$ cat src/rtl/axi_burst_master_if.sv
// AXI4 bus bundle between one burst master and its slave.
// The m modport is the initiator view; s is the responder view.
interface axi_if #(
  parameter int ID_W_WIDTH = 4,
  parameter int ID_R_WIDTH = 4,
  parameter int ADDR_WIDTH = 32,
  parameter int DATA_WIDTH = 32
);
  // write address channel
  logic [ID_W_WIDTH-1:0]   awid;
  logic [ADDR_WIDTH-1:0]   awaddr;
  logic [7:0]              awlen;
  logic [2:0]              awsize;
  logic [1:0]              awburst;
  logic                    awlock;
  logic [3:0]              awcache;
  logic [2:0]              awprot;
  logic [3:0]              awqos;
  logic                    awvalid;
  logic                    awready;
  // write data channel
  logic [DATA_WIDTH-1:0]   wdata;
  logic [DATA_WIDTH/8-1:0] wstrb;
  logic                    wlast;
  logic                    wvalid;
  logic                    wready;
  // write response channel
  logic [ID_W_WIDTH-1:0]   bid;
  logic [1:0]              bresp;
  logic                    bvalid;
  logic                    bready;
  // read address channel
  logic [ID_R_WIDTH-1:0]   arid;
  logic [ADDR_WIDTH-1:0]   araddr;
  logic [7:0]              arlen;
  logic [2:0]              arsize;
  logic [1:0]              arburst;
  logic                    arlock;
  logic [3:0]              arcache;
  logic [2:0]              arprot;
  logic [3:0]              arqos;
  logic                    arvalid;
  logic                    arready;
  // read data channel
  logic [ID_R_WIDTH-1:0]   rid;
  logic [DATA_WIDTH-1:0]   rdata;
  logic [1:0]              rresp;
  logic                    rlast;
  logic                    rvalid;
  logic                    rready;

  modport m (
    output awid, awaddr, awlen, awsize, awburst, awlock, awcache, awprot, awqos, awvalid,
    input  awready,
    output wdata, wstrb, wlast, wvalid,
    input  wready,
    input  bid, bresp, bvalid,
    output bready,
    output arid, araddr, arlen, arsize, arburst, arlock, arcache, arprot, arqos, arvalid,
    input  arready,
    input  rid, rdata, rresp, rlast, rvalid,
    output rready
  );

  modport s (
    input  awid, awaddr, awlen, awsize, awburst, awlock, awcache, awprot, awqos, awvalid,
    output awready,
    input  wdata, wstrb, wlast, wvalid,
    output wready,
    output bid, bresp, bvalid,
    input  bready,
    input  arid, araddr, arlen, arsize, arburst, arlock, arcache, arprot, arqos, arvalid,
    output arready,
    output rid, rdata, rresp, rlast, rvalid,
    input  rready
  );
endinterface

$ cat src/rtl/axi_burst_master.sv
// AXI4 burst initiator: turns core read/write burst requests into single
// outstanding INCR transactions and streams the data beats straight
// through between the core and the bus.
module axi_burst_master #(
  parameter int ID_W_WIDTH = 4,
  parameter int ID_R_WIDTH = 4,
  parameter int ADDR_WIDTH = 32,
  parameter int DATA_WIDTH = 32,
  parameter int MASTER_ID  = 0
) (
  input  logic                  clk,
  input  logic                  rst,
  input  logic                  req_valid,
  output logic                  req_ready,
  input  logic                  req_write,
  input  logic [ADDR_WIDTH-1:0] req_addr,
  input  logic [7:0]            req_len,
  input  logic                  wr_valid,
  output logic                  wr_ready,
  input  logic [DATA_WIDTH-1:0] wr_data,
  output logic                  rd_valid,
  input  logic                  rd_ready,
  output logic [DATA_WIDTH-1:0] rd_data,
  output logic                  rd_last,
  output logic                  done,
  output logic                  err,
  axi_if.m                      axi_m
);

  localparam int unsigned SIZE_LOG2 = $clog2(DATA_WIDTH / 8);
  localparam logic [ADDR_WIDTH-1:0] ADDR_MASK = {ADDR_WIDTH{1'b1}} << SIZE_LOG2;

  localparam logic [2:0] S_IDLE = 3'd0;
  localparam logic [2:0] S_AR   = 3'd1;
  localparam logic [2:0] S_R    = 3'd2;
  localparam logic [2:0] S_AW   = 3'd3;
  localparam logic [2:0] S_W    = 3'd4;
  localparam logic [2:0] S_B    = 3'd5;

  logic [2:0]            state_q, state_d;
  logic [ADDR_WIDTH-1:0] addr_q, addr_d;
  logic [7:0]            len_q, len_d;
  logic [7:0]            beat_cnt_q, beat_cnt_d;
  logic                  err_acc_q, err_acc_d;
  logic                  done_q, done_d;

  logic                  run;
  logic                  beat_last;
  logic                  r_hs;
  logic                  w_hs;

  // IDs and the low response bit carry no information with one transaction in flight
  logic                  unused_resp;
  assign unused_resp = ^{axi_m.rid, axi_m.bid, axi_m.rresp[0], axi_m.bresp[0]};

  assign run       = !rst;
  assign beat_last = (beat_cnt_q == len_q);
  assign r_hs      = (state_q == S_R) && axi_m.rvalid && rd_ready;
  assign w_hs      = (state_q == S_W) && wr_valid && axi_m.wready;

  // Next-state, request latch, beat counting and error accumulation
  always_comb begin
    state_d    = state_q;
    addr_d     = addr_q;
    len_d      = len_q;
    beat_cnt_d = beat_cnt_q;
    err_acc_d  = err_acc_q;
    done_d     = 1'b0;
    case (state_q)
      S_IDLE: begin
        if (req_valid) begin
          addr_d     = req_addr & ADDR_MASK;
          len_d      = req_len;
          beat_cnt_d = '0;
          err_acc_d  = 1'b0;
          state_d    = req_write ? S_AW : S_AR;
        end
      end
      S_AR: begin
        if (axi_m.arready) state_d = S_R;
      end
      S_R: begin
        if (r_hs) begin
          err_acc_d = err_acc_q | axi_m.rresp[1] | (axi_m.rlast != beat_last);
          // the local beat count ends the burst; a misplaced RLAST only flags an error
          if (beat_last) begin
            state_d = S_IDLE;
            done_d  = 1'b1;
          end else begin
            beat_cnt_d = beat_cnt_q + 8'd1;
          end
        end
      end
      S_AW: begin
        if (axi_m.awready) state_d = S_W;
      end
      S_W: begin
        if (w_hs) begin
          if (beat_last) state_d = S_B;
          else beat_cnt_d = beat_cnt_q + 8'd1;
        end
      end
      S_B: begin
        if (axi_m.bvalid) begin
          err_acc_d = err_acc_q | axi_m.bresp[1];
          state_d   = S_IDLE;
          done_d    = 1'b1;
        end
      end
      default: state_d = S_IDLE;
    endcase
  end

  // State registers with synchronous active-high reset
  always_ff @(posedge clk) begin
    if (rst) begin
      state_q    <= S_IDLE;
      addr_q     <= '0;
      len_q      <= '0;
      beat_cnt_q <= '0;
      err_acc_q  <= 1'b0;
      done_q     <= 1'b0;
    end else begin
      state_q    <= state_d;
      addr_q     <= addr_d;
      len_q      <= len_d;
      beat_cnt_q <= beat_cnt_d;
      err_acc_q  <= err_acc_d;
      done_q     <= done_d;
    end
  end

  // Core-side handshakes and status; gated by rst so nothing leaks before the first edge
  assign req_ready = run && (state_q == S_IDLE);
  assign wr_ready  = run && (state_q == S_W) && axi_m.wready;
  assign rd_valid  = run && (state_q == S_R) && axi_m.rvalid;
  assign rd_data   = axi_m.rdata;
  assign rd_last   = (state_q == S_R) && beat_last;
  assign done      = run && done_q;
  assign err       = run && err_acc_q;

  // Write address channel driven from the latched request
  assign axi_m.awid    = ID_W_WIDTH'(MASTER_ID);
  assign axi_m.awaddr  = addr_q;
  assign axi_m.awlen   = len_q;
  assign axi_m.awsize  = 3'(SIZE_LOG2);
  assign axi_m.awburst = 2'b01;
  assign axi_m.awlock  = 1'b0;
  assign axi_m.awcache = '0;
  assign axi_m.awprot  = '0;
  assign axi_m.awqos   = '0;
  assign axi_m.awvalid = run && (state_q == S_AW);

  // Write data channel is a pass-through of the core stream
  assign axi_m.wdata  = wr_data;
  assign axi_m.wstrb  = '1;
  assign axi_m.wlast  = beat_last;
  assign axi_m.wvalid = run && (state_q == S_W) && wr_valid;

  // Write response channel
  assign axi_m.bready = run && (state_q == S_B);

  // Read address channel driven from the latched request
  assign axi_m.arid    = ID_R_WIDTH'(MASTER_ID);
  assign axi_m.araddr  = addr_q;
  assign axi_m.arlen   = len_q;
  assign axi_m.arsize  = 3'(SIZE_LOG2);
  assign axi_m.arburst = 2'b01;
  assign axi_m.arlock  = 1'b0;
  assign axi_m.arcache = '0;
  assign axi_m.arprot  = '0;
  assign axi_m.arqos   = '0;
  assign axi_m.arvalid = run && (state_q == S_AR);

  // Read data channel ready mirrors the core consumer
  assign axi_m.rready = run && (state_q == S_R) && rd_ready;

endmodule
$ cat src/flat_wrapper.sv
// flat-port wrapper written by rule: the top's interface ports become plain ports
module axi_burst_master_flat 
#(
  parameter int ID_W_WIDTH = 4,
  parameter int ID_R_WIDTH = 4,
  parameter int ADDR_WIDTH = 32,
  parameter int DATA_WIDTH = 32,
  parameter int MASTER_ID  = 0
)
  (clk, rst, req_valid, req_ready, req_write, req_addr, req_len, wr_valid, wr_ready, wr_data, rd_valid, rd_ready, rd_data, rd_last, done, err, axi_m_awid, axi_m_awaddr, axi_m_awlen, axi_m_awsize, axi_m_awburst, axi_m_awlock, axi_m_awcache, axi_m_awprot, axi_m_awqos, axi_m_awvalid, axi_m_awready, axi_m_wdata, axi_m_wstrb, axi_m_wlast, axi_m_wvalid, axi_m_wready, axi_m_bid, axi_m_bresp, axi_m_bvalid, axi_m_bready, axi_m_arid, axi_m_araddr, axi_m_arlen, axi_m_arsize, axi_m_arburst, axi_m_arlock, axi_m_arcache, axi_m_arprot, axi_m_arqos, axi_m_arvalid, axi_m_arready, axi_m_rid, axi_m_rdata, axi_m_rresp, axi_m_rlast, axi_m_rvalid, axi_m_rready);
  axi_if #(.ID_W_WIDTH(ID_W_WIDTH), .ID_R_WIDTH(ID_R_WIDTH), .ADDR_WIDTH(ADDR_WIDTH), .DATA_WIDTH(DATA_WIDTH)) axi_m_i ();
  input  logic clk;
  input  logic rst;
  input  logic req_valid;
  output logic req_ready;
  input  logic req_write;
  input  logic [ADDR_WIDTH-1:0] req_addr;
  input  logic [7:0] req_len;
  input  logic wr_valid;
  output logic wr_ready;
  input  logic [DATA_WIDTH-1:0] wr_data;
  output logic rd_valid;
  input  logic rd_ready;
  output logic [DATA_WIDTH-1:0] rd_data;
  output logic rd_last;
  output logic done;
  output logic err;
  output wire logic [$bits(axi_m_i.awid)-1:0] axi_m_awid;
  output wire logic [$bits(axi_m_i.awaddr)-1:0] axi_m_awaddr;
  output wire logic [$bits(axi_m_i.awlen)-1:0] axi_m_awlen;
  output wire logic [$bits(axi_m_i.awsize)-1:0] axi_m_awsize;
  output wire logic [$bits(axi_m_i.awburst)-1:0] axi_m_awburst;
  output wire logic [$bits(axi_m_i.awlock)-1:0] axi_m_awlock;
  output wire logic [$bits(axi_m_i.awcache)-1:0] axi_m_awcache;
  output wire logic [$bits(axi_m_i.awprot)-1:0] axi_m_awprot;
  output wire logic [$bits(axi_m_i.awqos)-1:0] axi_m_awqos;
  output wire logic [$bits(axi_m_i.awvalid)-1:0] axi_m_awvalid;
  input wire logic [$bits(axi_m_i.awready)-1:0] axi_m_awready;
  output wire logic [$bits(axi_m_i.wdata)-1:0] axi_m_wdata;
  output wire logic [$bits(axi_m_i.wstrb)-1:0] axi_m_wstrb;
  output wire logic [$bits(axi_m_i.wlast)-1:0] axi_m_wlast;
  output wire logic [$bits(axi_m_i.wvalid)-1:0] axi_m_wvalid;
  input wire logic [$bits(axi_m_i.wready)-1:0] axi_m_wready;
  input wire logic [$bits(axi_m_i.bid)-1:0] axi_m_bid;
  input wire logic [$bits(axi_m_i.bresp)-1:0] axi_m_bresp;
  input wire logic [$bits(axi_m_i.bvalid)-1:0] axi_m_bvalid;
  output wire logic [$bits(axi_m_i.bready)-1:0] axi_m_bready;
  output wire logic [$bits(axi_m_i.arid)-1:0] axi_m_arid;
  output wire logic [$bits(axi_m_i.araddr)-1:0] axi_m_araddr;
  output wire logic [$bits(axi_m_i.arlen)-1:0] axi_m_arlen;
  output wire logic [$bits(axi_m_i.arsize)-1:0] axi_m_arsize;
  output wire logic [$bits(axi_m_i.arburst)-1:0] axi_m_arburst;
  output wire logic [$bits(axi_m_i.arlock)-1:0] axi_m_arlock;
  output wire logic [$bits(axi_m_i.arcache)-1:0] axi_m_arcache;
  output wire logic [$bits(axi_m_i.arprot)-1:0] axi_m_arprot;
  output wire logic [$bits(axi_m_i.arqos)-1:0] axi_m_arqos;
  output wire logic [$bits(axi_m_i.arvalid)-1:0] axi_m_arvalid;
  input wire logic [$bits(axi_m_i.arready)-1:0] axi_m_arready;
  input wire logic [$bits(axi_m_i.rid)-1:0] axi_m_rid;
  input wire logic [$bits(axi_m_i.rdata)-1:0] axi_m_rdata;
  input wire logic [$bits(axi_m_i.rresp)-1:0] axi_m_rresp;
  input wire logic [$bits(axi_m_i.rlast)-1:0] axi_m_rlast;
  input wire logic [$bits(axi_m_i.rvalid)-1:0] axi_m_rvalid;
  output wire logic [$bits(axi_m_i.rready)-1:0] axi_m_rready;
  assign axi_m_awid = axi_m_i.awid;
  assign axi_m_awaddr = axi_m_i.awaddr;
  assign axi_m_awlen = axi_m_i.awlen;
  assign axi_m_awsize = axi_m_i.awsize;
  assign axi_m_awburst = axi_m_i.awburst;
  assign axi_m_awlock = axi_m_i.awlock;
  assign axi_m_awcache = axi_m_i.awcache;
  assign axi_m_awprot = axi_m_i.awprot;
  assign axi_m_awqos = axi_m_i.awqos;
  assign axi_m_awvalid = axi_m_i.awvalid;
  assign axi_m_i.awready = axi_m_awready;
  assign axi_m_wdata = axi_m_i.wdata;
  assign axi_m_wstrb = axi_m_i.wstrb;
  assign axi_m_wlast = axi_m_i.wlast;
  assign axi_m_wvalid = axi_m_i.wvalid;
  assign axi_m_i.wready = axi_m_wready;
  assign axi_m_i.bid = axi_m_bid;
  assign axi_m_i.bresp = axi_m_bresp;
  assign axi_m_i.bvalid = axi_m_bvalid;
  assign axi_m_bready = axi_m_i.bready;
  assign axi_m_arid = axi_m_i.arid;
  assign axi_m_araddr = axi_m_i.araddr;
  assign axi_m_arlen = axi_m_i.arlen;
  assign axi_m_arsize = axi_m_i.arsize;
  assign axi_m_arburst = axi_m_i.arburst;
  assign axi_m_arlock = axi_m_i.arlock;
  assign axi_m_arcache = axi_m_i.arcache;
  assign axi_m_arprot = axi_m_i.arprot;
  assign axi_m_arqos = axi_m_i.arqos;
  assign axi_m_arvalid = axi_m_i.arvalid;
  assign axi_m_i.arready = axi_m_arready;
  assign axi_m_i.rid = axi_m_rid;
  assign axi_m_i.rdata = axi_m_rdata;
  assign axi_m_i.rresp = axi_m_rresp;
  assign axi_m_i.rlast = axi_m_rlast;
  assign axi_m_i.rvalid = axi_m_rvalid;
  assign axi_m_rready = axi_m_i.rready;
  axi_burst_master #(.ID_W_WIDTH(ID_W_WIDTH), .ID_R_WIDTH(ID_R_WIDTH), .ADDR_WIDTH(ADDR_WIDTH), .DATA_WIDTH(DATA_WIDTH), .MASTER_ID(MASTER_ID)) u_core (.clk(clk), .rst(rst), .req_valid(req_valid), .req_ready(req_ready), .req_write(req_write), .req_addr(req_addr), .req_len(req_len), .wr_valid(wr_valid), .wr_ready(wr_ready), .wr_data(wr_data), .rd_valid(rd_valid), .rd_ready(rd_ready), .rd_data(rd_data), .rd_last(rd_last), .done(done), .err(err), .axi_m(axi_m_i));
endmodule
$ cat config.mk
export PLATFORM = sky130hd
export DESIGN_NAME = axi_burst_master_flat
export DESIGN_NICKNAME = d
export VERILOG_FILES = /design/src/rtl/axi_burst_master_if.sv /design/src/rtl/axi_burst_master.sv /design/src/flat_wrapper.sv
export SDC_FILE = /design/constraint.sdc
export NUM_CORES = 1
export LEC_CHECK = 0
export BUFFER_PORTS_ARGS = -buffer_cell sky130_fd_sc_hd__buf_4
export CAP_MARGIN = 20
export CORE_AREA = 2 2 129 131
export CTS_CLUSTER_DIAMETER = 40
export CTS_CLUSTER_SIZE = 20
export DETAILED_ROUTE_END_ITERATION = 16
export DIE_AREA = 0 0 131 133
export PLACE_DENSITY_LB_ADDON = 0.08
export SYNTH_ARGS = -nofsm -noshare
export SYNTH_HDL_FRONTEND = slang
export SYNTH_SLANG_ARGS = --single-unit
$ cat constraint.sdc
create_clock -name clk -period 1.8 [get_ports clk]
set_clock_uncertainty 0.2 [all_clocks]
set_input_delay 0.09 -clock clk [delete_from_list [all_inputs] [get_ports clk]]
set_output_delay 0.09 -clock clk [all_outputs]
set_load 0.02 [all_outputs]
## Yosys cells after proc, flatten, opt, wreduce, memory -nomap -nowiden

Index checks and enable logic that the tools add are counted.

- Register bits: 51
- Latch bits: 0
- RAM bits: 0
- Memory bits (read-only): 0
- Input bits: 128
- Output and inout port bits: 202
- Word-level logic and storage cells: 73
- Memories kept: 0

- Add/sub/neg operators: 1
- $mul: 0
- Div/mod/pow operators: 0
- Magnitude comparators: 0
- Equality and inequality tests: 15
- Shift-type cells: 0
- Muxes and demuxes: 23
- Bitwise logic cells: 3
- Reduce and logical (&&, ||, !) cells: 25

Operators by type and width:

| cell | number |
|---|---|
| 8-bit 2-to-1 mux | 4 |
| 3-bit 2-to-1 mux | 8 |
| 8-bit one-hot mux with 3 select lines | 1 |
| 3-bit one-hot mux with 6 select lines | 1 |
| 1-bit logical AND | 17 |
| 8-bit by 1-bit adder with 8-bit output, second input constant | 1 |
| 8-bit equality test | 1 |
| 2-bit by 1-bit inequality test with 1-bit output, second input constant | 4 |
| 2-bit inequality test, second input constant | 4 |
| 4-bit AND reduction | 2 |
| 8-bit AND reduction | 1 |
| 3-bit by 2-bit equality test with 1-bit output, second input constant | 2 |
| 3-bit equality test, second input constant | 2 |
| 1-bit 2-to-1 mux | 6 |
| 3-bit nonzero test | 2 |
| 3-bit by 1-bit equality test with 1-bit output, second input constant | 1 |
| 3-bit logical NOT | 1 |
| 1-bit OR | 3 |
| 1-bit one-hot mux with 3 select lines | 1 |
| 2-bit 2-to-1 mux | 1 |
| 1-bit one-hot mux with 2 select lines | 1 |
| 2-bit AND reduction | 1 |
| 1-bit logical NOT | 1 |
| 1-bit inequality test | 1 |

## Depth between registers and ports, before layout

Gate-level depths: netlist of the first run.

- Word-level depth: 5
- Mapped depth: 7
- Depth with buffers taken out: 5

## Worst setup path after synthesis of the first run

No wires, ideal clock.

- Path type: reg2reg
- Start: register u_core.len_q[2] (netlist: u_core.axi_m.arlen[2])
- End: register u_core.done_q
- Library setup time: 70 ps
- Data arrival time: 1660 ps
- Required time: 1530 ps
- Path slack: -130 ps
- Stages on the path, launching flop included: 7
- Buffers on the path: 1
- Period minus slack after synthesis: 1930 ps
- Cells stage by stage: dfxtp_1 > xnor2_1 > nand4_1 > or2_1 > clkbuf_1 > or3_1 > a21oi_1

- Longest elaborated chain between the ends: 4

Ends and longest elaborated chain:

| item | RTL line | text |
|---|---|---|
| start, declared | axi_burst_master.sv:42 | `logic [7:0] len_q, len_d;` |
| start signal, assigned | axi_burst_master.sv:126 | `len_q <= len_d;` |
| 8-bit equality test | axi_burst_master.sv:57 | `assign beat_last = (beat_cnt_q == len_q);` |
| 1-bit 2-to-1 mux | axi_burst_master.sv:86 | `if (beat_last) begin` |
| 1-bit 2-to-1 mux | axi_burst_master.sv:83 | `if (r_hs) begin` |
| 1-bit one-hot mux with 2 select lines | axi_burst_master.sv:69 | `case (state_q)` |
| end signal, assigned | axi_burst_master.sv:129 | `done_q <= done_d;` |
| end, declared | axi_burst_master.sv:45 | `logic done_q, done_d;` |

Every way passes these cells.
A chain may end at the register's enable or synchronous reset.

## Worst setup path after layout of the first run

- Start: register u_core.state_q[1]
- End: register u_core.beat_cnt_q[6]

- Longest elaborated chain between the ends: 5
- Elaborated cells on any way between the ends: 13
- Classes of those cells: eq/ne (5); mux (1); reduce/logical (7)

Ends and longest elaborated chain:

| item | RTL line | text |
|---|---|---|
| start, declared | axi_burst_master.sv:40 | `logic [2:0] state_q, state_d;` |
| start signal, assigned | axi_burst_master.sv:124 | `state_q <= state_d;` |
| 3-bit equality test or 3-bit by 2-bit equality test with 1-bit output (tied branches) | axi_burst_master.sv:59, axi_burst_master.sv:69, axi_burst_master.sv:58 |  |
| 1-bit logical AND, on equally long branches (2 in series) | axi_burst_master.sv:59, axi_burst_master.sv:58 |  |
| 2-bit by 1-bit inequality test with 1-bit output (no source line) | - |  |
| 4-bit AND reduction (no source line) | - |  |
| end signal, assigned | axi_burst_master.sv:127 | `beat_cnt_q <= beat_cnt_d;` |
| end, declared | axi_burst_master.sv:43 | `logic [7:0] beat_cnt_q, beat_cnt_d;` |

Parallel ways exist; a longest one is shown, timed or not.

==> results of run 1 <==
==> power by group <==
group | switching (uW) | internal (uW)
registers | 124 | 1260
clock network | 452 | 593
logic | 1300 | 1130
total | 1870 | 2990
==> what timing repair did <==
item / 4_1_cts / 5_1_grt
hold endpoints to repair: 108 / 0
setup buffers: 11 / 1
cloned: 2 / 0
pin swaps: 18 / 12
hold buffers: 110 / 0
endpoints found under the setup margin: 19 / 32
gates resized for setup: 33 / 22
==> worst max-delay path, stage by stage (launching register included) <==
cell     delay [ns]
dfxtp_4        0.36
or3b_4         0.40
a31oi_4        0.20
o31ai_4        0.14
or4_1          0.42
a21oi_1        0.15
==> final cells by class <==
type | count | area, um^2
Clock buffer | 7 | 153
Clock inverter | 1 | 7.51
Fill cell | 1694 | 10500
Inverter | 4 | 15.0
Multi-Input combinational cell | 267 | 1550
Sequential cell | 51 | 1060
Tap cell | 220 | 275
Timing Repair Buffer | 297 | 2580
==> routing by layer <==
layer,vias up,wire length (um)
met2,177,5340
li1,1616,-
met3,7,811
met1,1545,4510
met4,0,90
met5,-,0
==> layout by cell type, fill, tap and decap left out, drive strengths merged, types with 7 or more instances in the layout <==
cell / netlist / final
clkbuf: 13 / 7
conb: 2 / 50
xnor2: 8 / 8
dlygate4sd3: 0 / 110
a21oi: 48 / 48
nor2: 8 / 8
dfxtp: 51 / 51
buf: 159 / 186
o21ai: 7 / 7
nand2: 86 / 86
==> cells by family (layout without fill, tap and decap cells) <==
group	count (synthesis)	count (layout)	share of synthesized area (%)
multiplexers	1	1	0.293
other	2	50	0.220
adder cells (fa/ha/maj)	1	1	0.366
buffers and inverters	176	309	36.5
AO/OA/AOI/OAI	71	72	12.3
flip-flops	51	51	29.9
XOR/XNOR	9	9	2.31
AND/OR/NAND/NOR	134	134	18.2
==> state kept, by name, summed over array words and instances, names as in the netlist <==
register,flops
u_core.axi_m.araddr,30
u_core.axi_m.arlen,8
u_core.beat_cnt_q,8
u_core.done_q,1
u_core.err_acc_q,1
u_core.state_q,3
==> stage by stage <==
step,power [uW],instances
finish,4860,847
floorplan,2800,493
global placement,3200,717
global route,5170,847
CTS,4900,848
detailed placement,3190,717
==> worst paths after layout <==
path	start	endpoint	depth (start not counted)
setup / recovery	u_core.state_q[1]	u_core.beat_cnt_q[6]	5
hold / removal	req_write	u_core.state_q[1]	4
hold reg to reg	u_core.axi_m.araddr[7]	u_core.axi_m.araddr[7]	2
setup reg to reg	u_core.state_q[1]	u_core.beat_cnt_q[6]	5
==> cell usage after synthesis, drive strengths merged (2+ instances only) <==
cell type and instances:
and2 2, buf 159, nor4b 2, clkbuf 13, a32oi 3, a31oi 3, conb 2, nand2 86
nor3 2, inv 4, nor2b 5, or4 2, xnor2 8, o31ai 3, o21ai 7, nand4 5
nor3b 4, a21oi 48, nor2 8, or3 5, nand3 2, dfxtp 51, nand2b 4, nand4b 2
==> impl_results.md, run 1 <==
- Reg2Reg Setup Slack: -0.14 ns
- Residual DRC: 0
- Met2 Track Usage GR: 20.0%
- First-pass GRT wire length: 15.2 mm
- Max clock buf depth: 2
- Peak supply drop: 0.350 mV
- Synth Instances: 445
- Power per cell area: 862 nW/um^2
- Average cell area after synthesis: 7.68 um^2
- RSZ-0062 raised after global routing: yes
- Global-route usage over all layers: 11.2%
- IO Count: 330
- WL final: 10.8 mm
- Fin worst setup slack: -0.136 ns
- Via count: 3,345
- Clock latency on the worst-skew pair: 0.29 ns
- Final TNS setup: -0.804 ns
- Drt wl/cell: 12.7 um
- Clk sinks: 51
- CTS root buffer: clkbuf_16
- CTS tree: built
- Async S/R FF share, synth: 0%
- Pin count of the biggest net entering global routing: 39
- Synth top area cells: buf_4 (33%), dfxtp_1 (30%), nand2_1 (9.4%)
- Die Ht: 133 um
- Mapped Area: 3420 um^2
- Max-cap violations: 0
- Max Freq: 0.517 GHz
- Type of the worst setup path: reg2reg
- Post-synth top flop: dfxtp_1
- H-tree Lvls: 2
- Antenna-violating nets left: 0
- Die Wd: 131 um
- Pre-CTS setup slack: -0.175 ns
- DP Area: 4010 um^2
- Vias in the first global route: 2,976
- Inserted Diodes: 0
- Post-synthesis cell type count: 45
- DR vias/cell: 3.95
- Syn-to-layout area delta: 65.0%
- CP required: 1.82 ns
- # nets final: 755
- Failing checks: negative setup slack
- Post-synthesis register bit count: 51
- Number of CTS-inserted buffers: 5
- CP Launch Type: flip-flop
- Final HPWL DP: 7.27 mm
- Core Util, Final: 34.9%
- Initial core utilization: 21.1%
- Met1 GRT Util: 13.5%
- Row count: 47
- Leakage power: 0.00249 uW
- Initial antenna violation count: 0
- Fin crit period: 1.94 ns
- Hold Fails Final Rpt: 0
- HP Class: in2reg
- Design area: 5640 um^2
- CTS clk-pin slew, worst paths: 0.07 ns
- GR Overflow Total: 0
- Worst Hold Slack: 0.0198 ns
- Port Buffers: 139
- Final period util: 108%
- Drt pass-1 iters: 4
- Setup crit end kind: flip-flop
- Yosys top cell by area: buf_4
- YS warnings: 0
- Layer with the highest usage: met2
- Crit path max fanout: 6
- Layout cells sized above 1: 39.1%
- Die area: 17,400 um^2
- Post-synth top area share: 33.4%
- CP arrival: 1.96 ns
- GPL Wtd Cong: 0.779
- Register area share after synthesis: 29.9%
- EDFF count, synth: 0
- Core area: 16,200 um^2
- Status: finished, violations left
- Count of pins over their slew limit: 0
- DRT iter0 DRCs: 108
- Met3 Track Usage GR: 2.30%
- Endpoints failing setup: 11
Note: power is estimated with default switching activity, not from simulation.
==> inputs of run 2 (changes only) <==
--- a/config.mk
+++ b/config.mk
@@ -7,11 +7,11 @@
 export LEC_CHECK = 0
 export BUFFER_PORTS_ARGS = -buffer_cell sky130_fd_sc_hd__buf_4
 export CAP_MARGIN = 20
-export CORE_AREA = 2 2 129 131
+export CORE_AREA = 2 2 128 130
 export CTS_CLUSTER_DIAMETER = 40
 export CTS_CLUSTER_SIZE = 20
 export DETAILED_ROUTE_END_ITERATION = 16
-export DIE_AREA = 0 0 131 133
+export DIE_AREA = 0 0 130 132
 export PLACE_DENSITY_LB_ADDON = 0.08
 export SYNTH_ARGS = -nofsm -noshare
 export SYNTH_HDL_FRONTEND = slang
==> constraint.sdc (replaced) <==
create_clock -name clk -period 2.35 [get_ports clk]
set_clock_uncertainty 0.2 [all_clocks]
set_input_delay 0.1175 -clock clk [delete_from_list [all_inputs] [get_ports clk]]
set_output_delay 0.1175 -clock clk [all_outputs]
set_load 0.02 [all_outputs]
==> run 2 against run 1 <==
  * The flow now finishes without violations
  * Utilization shrank 6.9 points
  * Die area is 1.5% lower
  * Flip-flop and latch count unchanged
  * Sequential share of layout area up 4.4 points
  * Total power decreased by 33%
  * Non-clock buffer count is 104 lower
  * Register-to-register slack better by 0.40 ns
  * Worst setup slack improved by 0.30 ns
  * Critical endpoint is now rd_last
  * Largest cell class unchanged
  * Highest routed layer unchanged
==> impl_results.md, run 2 (synthesized netlist as in run 1, its figures left out) <==
- Status: complete, no violations (was finished, violations left)
- Vias in the first global route: 2,727 (was 2,976)
- Most frequent CP cell: buf_4
- HP Class: in2reg (unchanged)
- Die Ht: 132 um (was 133 um)
- Via count: 2,901 (was 3,345)
- DR vias/cell: 3.93 (was 3.95)
- DRT iter0 DRCs: 110 (was 108)
- Layout cells sized above 1: 30.5% (was 39.1%)
- Core area: 15,700 um^2 (was 16,200 um^2)
- CP Launch Type: flip-flop (unchanged)
- Relative slew slack: 56.6%
- Fin crit period: 2.18 ns
- Drt pass-1 iters: 4 (unchanged)
- Setup crit end kind: primary output (was flip-flop)
- Worst Hold Slack: 0.0161 ns (was 0.0198 ns)
- CTS clk-pin slew, worst paths: 0.07 ns (about the same)
- Hold Fails Final Rpt: 0 (unchanged)
- Leakage power: 0.00195 uW (was 0.00249 uW)
- Inserted Diodes: 0 (unchanged)
- H-tree Lvls: 2 (unchanged)
- Die Wd: 130 um (was 131 um)
- First-pass GRT wire length: 14.1 mm (was 15.2 mm)
- RSZ-0062 raised after global routing: no (was yes)
- Final TNS setup: 0 ns (was -0.804 ns)
- CTS root buffer: clkbuf_16 (unchanged)
- IO Count: 330 (unchanged)
- Power per cell area: 737 nW/um^2 (was 862 nW/um^2)
- Clock latency on the worst-skew pair: 0.30 ns (was 0.29 ns)
- Syn-to-layout area delta: 28.5% (was 65.0%)
- Max-cap violations: 0 (unchanged)
- WL final: 9.53 mm (was 10.8 mm)
- Clk sinks: 51 (unchanged)
- Initial antenna violation count: 0 (unchanged)
- Antenna-violating nets left: 0 (unchanged)
- GR Overflow Total: 0 (unchanged)
- Most frequent cells in the layout: buf_4 (146), nand2_1 (86), dfxtp_1 (51), conb_1 (50), a21oi_1 (48) (was buf_4 (175), dlygate4sd3_1 (110), nand2_1 (84), conb_1 (50), a21oi_1 (45))
- Drt wl/cell: 12.9 um (was 12.7 um)
- Critical path, cell by cell: xnor2_1 -> nand4_1 -> or2_1 -> buf_4 -> nor2_1 -> buf_4 (was or3b_4 -> a31oi_4 -> o31ai_4 -> or4_1 -> a21oi_1)
- Row count: 46 (was 47)
- Port Buffers: 139 (unchanged)
- Number of CTS-inserted buffers: 5 (unchanged)
- Crit-path max cell delay: 0.43 ns (was 0.42 ns)
- Endpoints failing setup: 0 (was 11)
- Final HPWL DP: 6.86 mm (was 7.27 mm)
- Count of pins over their slew limit: 0 (unchanged)
- Number of flip-flops in the largest register: 30 (unchanged)
- Type of the worst setup path: reg2out (was reg2reg)
- Pin count of the biggest net entering global routing: 57 (was 39)
- Final period util: 92.9%
- Crit path max fanout: 6 (unchanged)
- Residual DRC: 0 (unchanged)
- # nets final: 650 (was 755)
- CP arrival: 1.87 ns (was 1.96 ns)
- Commonest non-fill, non-tap cell in the layout: buf_4 (unchanged)
- Global-route usage over all layers: 10.5% (was 11.2%)
- CP delay by family, top: simple AND/OR/NAND/NOR gates (unchanged)
- Worst Tran Pin Value: 0.651 ns
- WP buf/inv: 2 (was 0)
- Peak supply drop: 0.268 mV (was 0.350 mV)
- Initial core utilization: 21.8% (was 21.1%)
- CP required: 2.03 ns (was 1.82 ns)
- GPL Wtd Cong: 0.685 (was 0.779)
- CTS tree: built (unchanged)
- Slowest-stage cell, CP: dfxtp_1 (was or4_1)
- Core Util, Final: 28.0% (was 34.9%)
- Max clock buf depth: 2 (unchanged)
- Max Freq: 0.458 GHz
- Die area: 17,200 um^2 (was 17,400 um^2)
## run 2: changes by cell type in the layout (fill, tap and decap cells not counted), sizes merged
cell / change
bufbuf: -1
clkinvlp: -1
buf: -39
o31ai: -1
clkbuf: -1
dlygate4sd3: -64
inv: +1
bufinv: +1
## run 2: layout make-up
class / instances / area [um^2]
timing repair buffer: 193 / 1580
inverter: 4 / 15.0
fill: 1729 / 11300
multi-input combinational: 266 / 1330
clock inverter: 2 / 38.8
clock buffer: 6 / 139
sequential: 51 / 1020
tap: 216 / 270
## run 2: layer usage
metal / track usage (%) / share of wire [%] / routed length [um]
met1: 11.9 / 42 / 4020
met2: 18.1 / 48 / 4550
met3: 2.35 / 7.1 / 680
met4: 5.44 / 2.9 / 280
met5: 0 / 0 / 0
## run 2: per-stage QoR
| step | power, uW | cells | setup WS [ns] | instance area, um^2 |
|---|---|---|---|---|
| final | 3240 | 738 | 0.167 | 4390 |
| after global routing | 3440 | 738 | 0.0204 | 4390 |
| after CTS | 3320 | 738 | 0.120 | 4390 |
| after detailed placement | 2320 | 684 | 0.261 | 3750 |
| after global placement | 2320 | 684 | 0.267 | 3750 |
| after floorplan | 2130 | 493 | 0.420 | 3600 |
## run 2: timing repair
| item | 4_1_cts | 5_1_grt |
|---|---|---|
| hold endpoints to repair | 42 | 0 |
| setup buffers | 0 | 0 |
| resized for setup | 0 | 0 |
| hold buffers | 46 | 0 |
## run 2: where the power goes
| part | total [uW] | internal, uW | switching [uW] |
|---|---|---|---|
| Combinational | 1280 | 528 | 748 |
| Sequential | 1070 | 961 | 108 |
| Clock | 893 | 537 | 356 |
## run 2: worst register-to-register path: stages, from the launching register on
cell and delay, ns:
dfxtp_1 0.39, or3b_4 0.43, a31oi_4 0.19, o31ai_2 0.09, buf_4 0.18, or4_1 0.40, a21oi_1 0.14
## run 2: path summary, 6_finish.rpt
check	from	end	slack [ns]	cells after the start
worst max-delay path	u_core.beat_cnt_q[3]	rd_last	0.17	6
worst min-delay path	req_write	u_core.state_q[1]	0.02	4
worst max register to register	u_core.state_q[2]	u_core.beat_cnt_q[6]	0.26	6
worst min register to register	u_core.axi_m.araddr[15]	u_core.axi_m.araddr[15]	0.27	2
